**src/rtl/ga22_pkg.sv**
```systemverilog
// GA22 sprite line feeder shared types.
// Entry bundle, sequencer states and plane flip helper.
package ga22_pkg;

  localparam int DRAW_CYCLES_DEFAULT = 8;

  typedef struct packed {
    logic [9:0]  x;
    logic [15:0] code;
    logic [3:0]  row;
    logic [1:0]  width;
    logic        flipx;
    logic [6:0]  color;
    logic        prio;
  } ent_t;

  typedef enum logic [2:0] {
    S_IDLE,
    S_ACCEPT,
    S_FETCH,
    S_EMIT,
    S_DRAIN
  } state_t;

  function automatic logic [63:0] plane_flip(
    input logic [63:0] d
  );
    logic [63:0] r;
    for (int p = 0; p < 4; p++) begin
      for (int i = 0; i < 16; i++) begin
        r[16*p+i] = d[16*p+15-i];
      end
    end
    return r;
  endfunction

endpackage

```
**src/rtl/ga22_sprite_line_feeder.sv**
```systemverilog
// GA22 per-scanline sprite sequencer: fetches tile rows
// and issues paced draw commands into double_linebuf.
module ga22_sprite_line_feeder
  import ga22_pkg::*;
#(
  parameter int ROM_AW      = 20,
  parameter int DRAW_CYCLES = DRAW_CYCLES_DEFAULT
) (
  input  logic              clk,
  input  logic              reset_n,
  input  logic              line_start,
  output logic              busy,
  output logic              line_done,
  input  logic              ent_valid,
  output logic              ent_ready,
  input  logic              ent_end,
  input  logic [9:0]        ent_x,
  input  logic [15:0]       ent_code,
  input  logic [3:0]        ent_row,
  input  logic [1:0]        ent_width,
  input  logic              ent_flipx,
  input  logic [6:0]        ent_color,
  input  logic              ent_prio,
  output logic              rom_req,
  input  logic              rom_ack,
  output logic [ROM_AW-1:0] rom_addr,
  input  logic [63:0]       rom_data,
  output logic [63:0]       bits,
  output logic [6:0]        color,
  output logic              prio,
  output logic [9:0]        pos,
  output logic              we
);

  localparam logic [3:0] PACE = 4'(DRAW_CYCLES - 1);

  state_t      state;
  ent_t        ent;
  ent_t        in_ent;
  logic [2:0]  k;
  logic [2:0]  last;
  logic [63:0] data_q;
  logic [63:0] emit_data;
  logic [3:0]  cnt;
  logic        aborting;
  logic        emit_now;

  function automatic logic [ROM_AW-1:0] tile_addr(
    input ent_t       e,
    input logic [2:0] kk
  );
    logic [2:0]  lk;
    logic [2:0]  t;
    logic [15:0] c;
    lk = 3'((4'd1 << e.width) - 4'd1);
    t  = e.flipx ? lk - kk : kk;
    c  = e.code + {13'd0, t};
    return ROM_AW'({c, e.row});
  endfunction

  always_comb begin
    in_ent = '{
      x:     ent_x,
      code:  ent_code,
      row:   ent_row,
      width: ent_width,
      flipx: ent_flipx,
      color: ent_color,
      prio:  ent_prio
    };
  end

  always_comb begin
    last = 3'((4'd1 << ent.width) - 4'd1);
    emit_now = 1'b0;
    emit_data = data_q;
    if (state == S_FETCH) begin
      emit_data = rom_data;
      emit_now = rom_ack && !aborting
              && cnt == 4'd0;
    end else if (state == S_EMIT) begin
      emit_now = cnt == 4'd0;
    end
  end

  always_ff @(posedge clk) begin
    if (!reset_n) begin
      state     <= S_IDLE;
      ent       <= '0;
      k         <= '0;
      data_q    <= '0;
      cnt       <= '0;
      aborting  <= 1'b0;
      busy      <= 1'b0;
      line_done <= 1'b0;
      ent_ready <= 1'b0;
      rom_req   <= 1'b0;
      rom_addr  <= '0;
      bits      <= '0;
      color     <= '0;
      prio      <= 1'b0;
      pos       <= '0;
      we        <= 1'b0;
    end else begin
      we        <= 1'b0;
      line_done <= 1'b0;
      if (cnt != 4'd0) cnt <= cnt - 4'd1;
      if (line_start && state != S_IDLE) begin
        // abort: an in-flight fetch must still complete
        if (rom_req && !rom_ack) begin
          aborting  <= 1'b1;
          ent_ready <= 1'b0;
          state     <= S_FETCH;
        end else begin
          rom_req   <= 1'b0;
          aborting  <= 1'b0;
          ent_ready <= 1'b1;
          state     <= S_ACCEPT;
        end
      end else if (emit_now) begin
        we    <= 1'b1;
        bits  <= ent.flipx ? plane_flip(emit_data)
                           : emit_data;
        pos   <= ent.x + {3'b000, k, 4'b0000};
        color <= ent.color;
        prio  <= ent.prio;
        cnt   <= PACE;
        if (k == last) begin
          rom_req   <= 1'b0;
          ent_ready <= 1'b1;
          state     <= S_ACCEPT;
        end else begin
          k        <= k + 3'd1;
          rom_req  <= 1'b1;
          rom_addr <= tile_addr(ent, k + 3'd1);
          state    <= S_FETCH;
        end
      end else begin
        unique case (state)
          S_IDLE: begin
            if (line_start) begin
              busy      <= 1'b1;
              ent_ready <= 1'b1;
              state     <= S_ACCEPT;
            end
          end
          S_ACCEPT: begin
            if (ent_valid) begin
              ent_ready <= 1'b0;
              if (ent_end) begin
                state <= S_DRAIN;
              end else begin
                ent      <= in_ent;
                k        <= '0;
                rom_req  <= 1'b1;
                rom_addr <= tile_addr(in_ent, 3'd0);
                state    <= S_FETCH;
              end
            end
          end
          S_FETCH: begin
            if (rom_ack) begin
              rom_req <= 1'b0;
              if (aborting) begin
                aborting  <= 1'b0;
                ent_ready <= 1'b1;
                state     <= S_ACCEPT;
              end else begin
                data_q <= rom_data;
                state  <= S_EMIT;
              end
            end
          end
          S_EMIT: begin
          end
          S_DRAIN: begin
            if (cnt == 4'd0) begin
              line_done <= 1'b1;
              busy      <= 1'b0;
              state     <= S_IDLE;
            end
          end
          default: state <= S_IDLE;
        endcase
      end
    end
  end

endmodule
```
**config.mk**
```make
export PLATFORM = sky130hd
export DESIGN_NAME = ga22_sprite_line_feeder
export DESIGN_NICKNAME = d
export VERILOG_FILES = /design/src/rtl/ga22_pkg.sv /design/src/rtl/ga22_sprite_line_feeder.sv
export SDC_FILE = /design/constraint.sdc
export NUM_CORES = 1
export LEC_CHECK = 0
export ABC_AREA = 1
export CORE_UTILIZATION = 50
export CTS_BUF_LIST = sky130_fd_sc_hd__clkbuf_4
export DETAILED_ROUTE_END_ITERATION = 12
export PLACE_DENSITY = 0.89
export SYNTH_ARGS = -nofsm -noshare
export SYNTH_HDL_FRONTEND = slang
export SYNTH_SLANG_ARGS = --single-unit
```
**constraint.sdc**
```tcl
create_clock -name clk -period 3.9 [get_ports clk]
set_input_delay 0.78 -clock clk [delete_from_list [all_inputs] [get_ports clk]]
set_output_delay 0.78 -clock clk [all_outputs]
set_load 0.005 [all_outputs]
```
==> results by group, run 1 <==
Status
  • Status: finished, final reports clean

Global routing
  • Gr busiest metal: met2
  • Met3 usage in global routing: 0.0566
  • Initial antenna violation count: 1
  • Largest net degree at the start of global routing: 130
  • Grt ovf: 0
  • Global-route wire length before repair: 49100 um
  • Met1 usage: 0.335
  • Vias in the first global route: 10600
  • Tot GR Track Use: 0.270
  • Met2 Use GR: 0.450

Synth
  • Flops & latches, synth: 223
  • Synth Flop Type: dfxtp_1
  • Asr flop ratio synth: 0
  • Synth Area in Simple Gates: 0.244
  • Synthesized area: 10800 um2
  • Synth Area per Inst: 6.79 um2
  • Post-synthesis xor/xnor area fraction: 0.00975
  • Largest family of logic cells by synthesized area: simple AND/OR/NAND/NOR gates
  • Ys Warns: 0
  • Post-synth top area cell: dfxtp_1
  • Compound-Gate Fraction of Synth Area: 0.212
  • Most common cell in the netlist: nor2_1
  • Post-synthesis adder-cell area fraction: 0.0225
  • Register area share after synthesis: 0.414
  • EDFF count, synth: 0
  • Synth cell types: 38
  • Cell count after synthesis: 1586
  • Top-area cell type share of the netlist area: 0.414
  • Mux contribution to synthesized area: 0
  • Synth cell count leaders: 282 x nor2_1, 259 x o21ai_0, 223 x dfxtp_1
  • Top post-synthesis cells by area: dfxtp_1 41%, o21ai_0 12%, nor2_1 9.8%
  • Syn_nets: 1714

Clock network
  • TritonCTS clock tree: done
  • Post-CTS Setup Bufs: 0
  • Hold buffers post-CTS: 0
  • Htree depth: 2
  • Total clock sinks: 223
  • Worst-skew pair later-pin latency: 0.69 ns
  • Clock tree buffer depth: 3
  • Root buffer cell: clkbuf_4
  • Clk slew on worst S/H paths: 0.07 ns
  • Count of cells resized by post-cts repair: 0
  • TritonCTS Buffers: 59

Critical path
  • Required @ worst endpoint: 4.52 ns
  • Crit path launch type: flip-flop
  • CP arrival: 3.73 ns
  • Worst flop-to-flop path startpoint: k[0]
  • Crit end category: flip-flop
  • CP max FO: 6
  • Critical path startpoint: k[0]
  • Kind of critical path: reg -> reg

Placement
  • Port Buffers: 217
  • Gpl congestion: 0.916
  • Detailed Place HPWL: 20300 um

STA
  • Tightest Pin Transition: 1.15 ns
  • Max transition margin: 0.235
  • Tcrit/Tclk final: 0.800
  • Fin. max-slew vios: 0
  • RSZ-0062 raised after global routing: no
  • Final setup viols: 0
  • Clock Skew: 0.0484 ns
  • Fin crit period: 3.12 ns
  • Final hold viol count: 0
  • F_max: 321 MHz
  • Setup TNS: 0 ns

Pwr
  • Power Density: 506 nW/um2
  • Pint: 4470 uW
  • Seq pwr share: 0.412
  • Combinational Power Share: 0.320
  • Net load switching power: 2420 uW
  • Peak VDD IR: 0.000284 V
  • Clock power frac: 0.268
  • Switching share of power: 0.352
  • Leakage: 0.00588 uW

Layout
  • Area delta synth->final: 26.4%
  • Layout cell share with drive strength beyond 1: 0.0670
  • Post-Route Utilization: 0.646
  • Final #Nets: 1904
  • Final-layout fill cell count: 1827

Drt
  • Vias: 11200
  • Antenna Nets Post-Route: 0
  • Routed WL: 30300 um
  • Routed WL per cell: 14.6 um
  • Routed vias/inst: 5.37
  • Starting DRT DRC Count: 683
  • # DRC: 0
  • DRT Pass-1 Iters: 5

Floorplan
  • Core area: 21100 um2
  • Ports: 218
  • Die area: 22100 um2
  • Die H: 149 um
  • Starting density of the core: 0.511
  • Chip Width: 149 um
  • Row Count: 53

Hold path
  • Min-Delay Startpoint: ent[14]
  • Hold WC Path Type: reg -> reg

Run
  • Max-cap viol count: 0
## registers in the layout, summed over array words and instances, names as in the netlist, 3 cells and up
register	cells
state	3
ent	41
pos	10
color	7
cnt	4
bits	64
k	3
data_q	64
rom_addr	20
## cells in the final DEF (no fill, tap or decap), drive strengths merged, types with 3 or more instances in the layout
cell             n
nand2          216
nor2           289
nand4            8
clkbuf          77
clkinv          12
inv            157
a31oi            3
ha              13
dfxtp          223
xor2            10
nor3            69
nand3           46
fa               4
buf             14
clkdlybuf4s50  216
a21oi          143
o21ai          294
## worst paths after layout
path                   to  slack, ns  cells after the start
max          rom_addr[14]       0.78                     14
min               ent[14]       0.45                      2
max reg2reg  rom_addr[14]       0.78                     14
min reg2reg       ent[14]       0.45                      2
## metal layers
metal	vias to the layer above	routed length, um
met5	-	0
met2	451	14100
met3	68	2650
li1	5565	-
met1	5107	12700
met4	0	865
## critical path: stages (launching register included)
cell     delay, ns
dfxtp_1       0.43
ha_1          0.31
fa_1          0.41
o21ai_0       0.17
a31oi_1       0.07
xor2_1        0.17
ha_1          0.37
nand2_1       0.13
a21oi_1       0.31
nand2_1       0.14
o21ai_0       0.17
nand3_1       0.14
nand2_1       0.10
nor2_1        0.04
nor2_1        0.11
## stage by stage
stage | cells | setup slack (ns) | hold slack, ns | instance area [um2] | power (uW)
2_1_floorplan | 1586 | 1.24 | 0.425 | 10800 | 4210
3_3_place_gp | 1990 | 0.565 | 0.435 | 13000 | 4990
3_5_place_dp | 1990 | 0.477 | 0.441 | 13000 | 5060
4_1_cts | 2082 | 0.791 | 0.451 | 13600 | 6930
5_1_grt | 2083 | 0.564 | 0.467 | 13600 | 7390
6_report | 2083 | 0.781 | 0.447 | 13600 | 6890
## area by class of cell
| cell class | instances | area (um2) | share of cell area |
|---|---|---|---|
| well taps | 275 | 344 | 0.0253 |
| flip-flops and latches | 223 | 4470 | 0.328 |
| multi-input cells | 1108 | 5280 | 0.387 |
| repair buffers | 230 | 2300 | 0.169 |
| diodes | 1 | 2.50 | 0.000184 |
| clock inverters | 15 | 67.6 | 0.00496 |
| clock buffers | 77 | 578 | 0.0425 |
| inverters | 154 | 578 | 0.0425 |
## kinds of logic after synthesis
family	after synthesis
AO/OA/AOI/OAI	449
XOR/XNOR	12
adder cells (fa/ha/maj)	17
buffers and inverters	255
flip-flops	223
AND/OR/NAND/NOR	630
## power by group through the flow
stage	Sequential, uW	Clock [uW]	Combinational, uW
finish	2840	1850	2200
global route	2880	2020	2490
CTS	2840	1890	2200
detailed placement	2880	0	2180
global placement	2880	0	2120
floorplan	2840	0	1370
Power figures use the tool's default switching activity.
==> inputs of run 2 (changes only) <==
==> constraint.sdc (replaced) <==
create_clock -name clk -period 3.2 [get_ports clk]
set_input_delay 0.64 -clock clk [delete_from_list [all_inputs] [get_ports clk]]
set_output_delay 0.64 -clock clk [all_outputs]
set_load 0.005 [all_outputs]
==> results by group, run 2 (synthesis gave the netlist of run 1 again) <==
Clock network
  • Clk slew on worst S/H paths: 0.07 ns (about the same)
  • TritonCTS Buffers: 58 (-1.7%)
  • Clock tree buffer depth: 3 (unchanged)
  • Total clock sinks: 223 (unchanged)
  • Post-CTS Setup Bufs: 0 (unchanged)
  • Hold buffers post-CTS: 0 (unchanged)
  • Root buffer cell: clkbuf_4
  • Count of cells resized by post-cts repair: 0 (unchanged)
  • TritonCTS clock tree: done
  • Htree depth: 2 (unchanged)
  • Worst-skew pair later-pin latency: 0.69 ns (about the same)

Status
  • Status: finished, final reports clean

STA
  • Final setup viols: 0 (unchanged)
  • Tcrit/Tclk final: 0.899 (+0.0992)
  • F_max: 348 MHz (+8.4%)
  • Max transition margin: 0.571 (+0.336)
  • Setup TNS: 0 ns (unchanged)
  • RSZ-0062 raised after global routing: no
  • Clock Skew: 0.0412 ns (-0.00712 ns)
  • Fin. max-slew vios: 0 (unchanged)
  • Tightest Pin Transition: 0.644 ns (-0.504 ns)
  • Fin crit period: 2.88 ns (-0.243 ns)
  • Final hold viol count: 0 (unchanged)
  • Setup WS post-layout: 0.323 ns (-0.457 ns)

Critical path
  • Critical path's most frequent cell: nand2_1
  • CP max FO: 6 (unchanged)
  • Worst R2R Path Depth: 14 (unchanged)
  • Crit path buffers/inverters: 0 (unchanged)
  • Slowest CP cell: dfxtp_1
  • Kind of critical path: reg -> reg
  • Worst R2R Setup Slack: 0.32 ns (-0.46 ns)
  • Critical path startpoint: k[0]
  • FF-to-FF End: rom_addr[14]
  • Crit path launch type: flip-flop
  • Crit end category: flip-flop
  • Required @ worst endpoint: 3.80 ns (-0.72 ns)
  • Crit-path cells: ha_1, fa_1, o21ai_0, a31oi_1, xor2_1, ha_1, nand2_1, a21oi_2, nand2_1, o21ai_0, nand3_1, nand2_1, nor2_1, nor2_1
  • CP top delay family: adder cells
  • CP arrival: 3.48 ns (-0.25 ns)
  • Worst flop-to-flop path startpoint: k[0]
  • CP max stage delay: 0.42 ns (about the same)

Drt
  • DRT Pass-1 Iters: 7 (+2)
  • Routed WL: 30300 um (-0.11%)
  • Routed WL per cell: 14.4 um (-0.87%)
  • Antenna Nets Post-Route: 0 (unchanged)
  • Vias: 11100 (-0.46%)
  • Routed vias/inst: 5.31 (-1.2%)
  • # DRC: 0 (unchanged)
  • Starting DRT DRC Count: 747 (+9.4%)

Placement
  • Post-place setup slack: 0.207 ns (-0.270 ns)
  • Port Buffers: 217 (unchanged)
  • Gpl congestion: 0.917 (about the same)
  • Detailed Place HPWL: 20300 um (about the same)

Pwr
  • Switching share of power: 0.351 (-0.00112)
  • Leakage: 0.00597 uW (+1.4%)
  • Pint: 5580 uW (+25%)
  • Peak VDD IR: 0.000375 V (+32%)
  • Power Density: 623 nW/um2 (+23%)
  • Clock power frac: 0.282 (+0.014)
  • Combinational Power Share: 0.316 (-0.004)
  • Net load switching power: 3010 uW (+24%)
  • Seq pwr share: 0.402 (-0.010)

Global routing
  • Initial antenna violation count: 1 (unchanged)
  • Largest net degree at the start of global routing: 130 (unchanged)
  • Tot GR Track Use: 0.273 (+0.00332)
  • Vias in the first global route: 10500 (-0.91%)
  • Grt ovf: 0 (unchanged)
  • Global-route wire length before repair: 49500 um (+0.77%)

Run
  • Max-cap viol count: 0 (unchanged)

Floorplan
  • Core area: 21100 um2 (unchanged)
  • Row Count: 53 (unchanged)
  • Ports: 218 (unchanged)
  • Die H: 149 um (unchanged)
  • Die area: 22100 um2 (unchanged)
  • Chip Width: 149 um (unchanged)
  • Starting density of the core: 0.511 (unchanged)

Layout
  • Final #Nets: 1906 (+0.11%)
  • Register area: 4470 um2 (unchanged)
  • Final-layout fill cell count: 1795 (-1.8%)
  • Area delta synth->final: 27.9%
  • Multi-input gate area: 5290 um2 (+0.17%)
  • Most frequent cells in the layout: 282 x nor2_1, 259 x o21ai_0, 222 x dfxtp_1
  • Commonest non-fill, non-tap cell in the layout: nor2_1
  • Biggest regs: bits (64), data_q (64), ent (41)
  • Layout cell share with drive strength beyond 1: 0.0719 (+0.00494)

Hold path
  • Hold path endpoint: pos[0]
  • Hold path depth: 2 (unchanged)
  • Hold WC Path Type: reg -> reg
  • Min-Delay Startpoint: ent[31]
==> run 2: cell count changes in the layout (fill, tap and decap cells not counted), sizes merged <==
cell,before,now
bufinv,0,1
buf,14,17
diode,1,2
clkinvlp,0,1
clkbuf,77,79
inv,157,154
clkinv,12,23
==> run 2: through the flow <==
step	hold slack (ns)	instance area, um2	util	total power [uW]	std cells
2_1_floorplan	0.425	10800	-	5140	1586
3_3_place_gp	0.435	13000	0.618	6110	1993
3_5_place_dp	0.440	13000	0.618	6190	1993
4_1_cts	0.429	13800	0.653	8640	2097
5_1_grt	0.463	13800	0.653	9210	2099
6_report	0.442	13800	0.653	8590	2099
==> run 2: layout make-up <==
class / count / area share
Clock inverter: 25 / 0.00944
Antenna cell: 2 / 0.000363
Tap cell: 275 / 0.0250
Sequential cell: 223 / 0.324
Clock buffer: 79 / 0.0430
Inverter: 154 / 0.0420
Multi-Input combinational cell: 1108 / 0.384
Timing Repair Buffer: 233 / 0.173
==> run 2: worst max-delay path by stage <==
stage	depth (start not counted)	end	slack, ns
after global routing	14	rom_addr[14]	0.01
after detailed placement	17	rom_addr[12]	0.21
final	14	rom_addr[14]	0.32
after global placement	17	rom_addr[12]	0.24
after floorplan	14	rom_addr[14]	0.54
after CTS	14	rom_addr[14]	0.21
==> run 2: power groups by stage <==
stage	Clock (uW)	Sequential (uW)	Combinational, uW
floorplan	0	3460	1670
global placement	0	3500	2610
detailed placement	0	3510	2690
CTS	2480	3450	2710
global route	2640	3500	3070
finish	2420	3460	2710
==> run 2: worst register-to-register path, delay by kind of cell (launching register included) <==
family	cells	cell delay [ns]
and+or+nand+nor	6	0.55
DFF	1	0.42
adders and majority gates	3	1.08
AOI/OAI and AO/OA	4	0.64
xor gates and xnor gates	1	0.15
==> run 2: layer usage <==
metal | global-route usage | part of all wire | vias to the layer above
met5 | 0 | 0 | -
met4 | 0.115 | 0.031 | 0
met3 | 0.0694 | 0.092 | 74
met2 | 0.440 | 0.46 | 413
met1 | 0.346 | 0.42 | 5064
li1 | - | - | 5589
==> inputs of run 3 (changes only) <==
--- a/config.mk
+++ b/config.mk
@@ -9,7 +9,8 @@
 export CORE_UTILIZATION = 50
 export CTS_BUF_LIST = sky130_fd_sc_hd__clkbuf_4
 export DETAILED_ROUTE_END_ITERATION = 12
-export PLACE_DENSITY = 0.89
+export DONT_BUFFER_PORTS = 1
+export PLACE_DENSITY = 0.7
 export SYNTH_ARGS = -nofsm -noshare
 export SYNTH_HDL_FRONTEND = slang
 export SYNTH_SLANG_ARGS = --single-unit
==> results by group, run 3 (synthesis gave the netlist of run 1 again) <==
Drt
  • # DRC: 0 (unchanged)
  • DR top layer: met4
  • Routed vias/inst: 5.32 (+0.32%)
  • Starting DRT DRC Count: 471 (-37%)
  • Routed WL: 28100 um (-7.2%)
  • DRT Pass-1 Iters: 6 (-1)
  • Wire length on met3: 2350 um (-16%)
  • Antenna Nets Post-Route: 0 (unchanged)
  • Routed WL per cell: 15.0 um (+3.6%)
  • Met2 wire len: 12800 um (-8.3%)
  • Vias: 10000 (-10%)
  • M1 wire length: 12300 um (-2.3%)

Pwr
  • Leakage: 0.00517 uW (-13%)
  • Power Density: 695 nW/um2 (+12%)
  • Total Power: 8070 uW (-6.1%)
  • Peak VDD IR: 0.000343 V (-8.5%)

Global routing
  • Vias in the first global route: 9043 (-14%)
  • Largest net degree at the start of global routing: 210 (+62%)
  • Grt ovf: 0 (unchanged)
  • Tot GR Track Use: 0.248 (-0.0248)
  • Global-route wire length before repair: 44800 um (-9.5%)
  • Initial antenna violation count: 1 (unchanged)

Critical path
  • Crit-path cells: ha_1, fa_1, o21ai_0, a31oi_1, xor2_1, ha_1, nand2_1, nand2_1, nand2_1, nor2_1, nor2_1, nand2_1, o21ai_0, nor2_1, nor2_1
  • CP arrival: 3.46 ns (-0.02 ns)
  • Slowest CP cell: fa_1
  • Crit end category: flip-flop
  • Kind of critical path: reg -> reg
  • CP max stage delay: 0.42 ns (about the same)
  • Crit path launch type: flip-flop
  • CP max FO: 6 (unchanged)
  • Required @ worst endpoint: 3.73 ns (-0.07 ns)

Layout
  • Layout cell share with drive strength beyond 1: 0.0855 (+0.0136)
  • Commonest non-fill, non-tap cell in the layout: nor2_1
  • Area delta synth->final: 7.67%
  • Biggest regs: bits (64), data_q (64), ent (41)
  • Final #Nets: 1685 (-12%)
  • Most frequent cells in the layout: 282 x nor2_1, 259 x o21ai_0, 222 x dfxtp_1
  • Non-filler cells, final: 1879 (-10%)
  • Final-layout fill cell count: 2124 (+18%)

STA
  • Clock Skew: 0.0488 ns (+0.00758 ns)
  • Fin crit period: 2.93 ns (+0.0528 ns)
  • Max transition margin: 0.516 (-0.0547)
  • Fin. max-slew vios: 0 (unchanged)
  • Tcrit/Tclk final: 0.916 (+0.0165)
  • Final setup viols: 0 (unchanged)
  • Final hold viol count: 0 (unchanged)
  • F_max: 341 MHz (-1.8%)
  • Tightest Pin Transition: 0.726 ns (+0.0820 ns)

Floorplan
  • Row Count: 53 (unchanged)
  • Die H: 149 um (unchanged)
  • Chip Width: 149 um (unchanged)
  • Die area: 22100 um2 (unchanged)
  • Starting density of the core: 0.511 (unchanged)
  • Core area: 21100 um2 (unchanged)
  • Ports: 218 (unchanged)

Hold path
  • Hold WC Path Type: in -> reg

Run
  • Max-cap viol count: 0 (unchanged)

Clock network
  • Root buffer cell: clkbuf_4
  • Post-CTS Setup Bufs: 0 (unchanged)
  • Clock tree buffer depth: 3 (unchanged)
  • TritonCTS clock tree: done
  • Worst-skew pair later-pin latency: 0.69 ns (about the same)
  • Clk slew on worst S/H paths: 0.07 ns (about the same)
  • Total clock sinks: 223 (unchanged)
  • TritonCTS Buffers: 58 (unchanged)
  • Count of cells resized by post-cts repair: 0 (unchanged)
  • Htree depth: 2 (unchanged)
  • Hold buffers post-CTS: 0 (unchanged)

Placement
  • Port Buffers: 0 (-100%)
  • Gpl congestion: 0.881 (-3.9%)
  • Detailed Place HPWL: 18400 um (-9.4%)
  • Dpl cells: 1772 (-11%)

Status
  • Status: finished, final reports clean
==> run 3: cell types whose count changed in the layout (fill, tap and decap cells not counted), sizes merged <==
cell	previous run	this run
clkdlybuf4s50	216	0
clkbuf	79	93
clkinv	23	11
buf	17	12
clkinvlp	1	0
diode	2	1
inv	154	155
==> run 3: path summary, 6_finish.rpt <==
check                 end  startpoint  cells past startpoint  slack [ns]
max          rom_addr[10]        k[0]                     15        0.27
min                cnt[1]     reset_n                      1        0.11
max reg2reg  rom_addr[10]        k[0]                     15        0.27
min reg2reg       ent[14]     ent[14]                      2        0.45
==> run 3: final cells by class <==
type,instances,area [um2],area share
Multi-Input combinational cell,1108,5290,0.456
Sequential cell,223,4470,0.385
Clock buffer,93,698,0.0602
Inverter,154,578,0.0498
Tap cell,275,344,0.0297
Timing Repair Buffer,12,140,0.0121
Clock inverter,13,82.6,0.00712
Antenna cell,1,2.50,0.000216
==> run 3: worst max-delay path, delay by kind of cell, from the launching register on <==
| family | cells | cell delay (ns) |
|---|---|---|
| XOR/XNOR | 1 | 0.16 |
| flip-flops | 1 | 0.36 |
| AND/OR/NAND/NOR | 8 | 0.78 |
| adder cells (fa/ha/maj) | 3 | 1.13 |
| AO/OA/AOI/OAI | 3 | 0.34 |
==> run 3: per-stage QoR <==
step                      area, um2   util  setup TNS (ns)  hold slack, ns  setup slack [ns]
after floorplan               10800      -               0           0.425             0.541
after global routing          11600  0.550        -0.00591          0.0478          -0.00591
after detailed placement      10800  0.512               0           0.440             0.238
after CTS                     11600  0.549               0          0.0287             0.145
after global placement        10800  0.512               0           0.436             0.312
final                         11600  0.550               0           0.114             0.270
==> run 3: layer usage <==
layer,GRT usage,up-vias
met4,0.0791,0
met1,0.320,4507
met5,0,-
li1,-,5141
met3,0.0700,58
met2,0.400,298
==> run 3: where the power goes <==
| group | internal [uW] | switching [uW] | leakage, uW |
|---|---|---|---|
| registers | 3210 | 307 | 0.00181 |
| clock network | 1390 | 1170 | 0.000468 |
| logic | 645 | 1340 | 0.00290 |
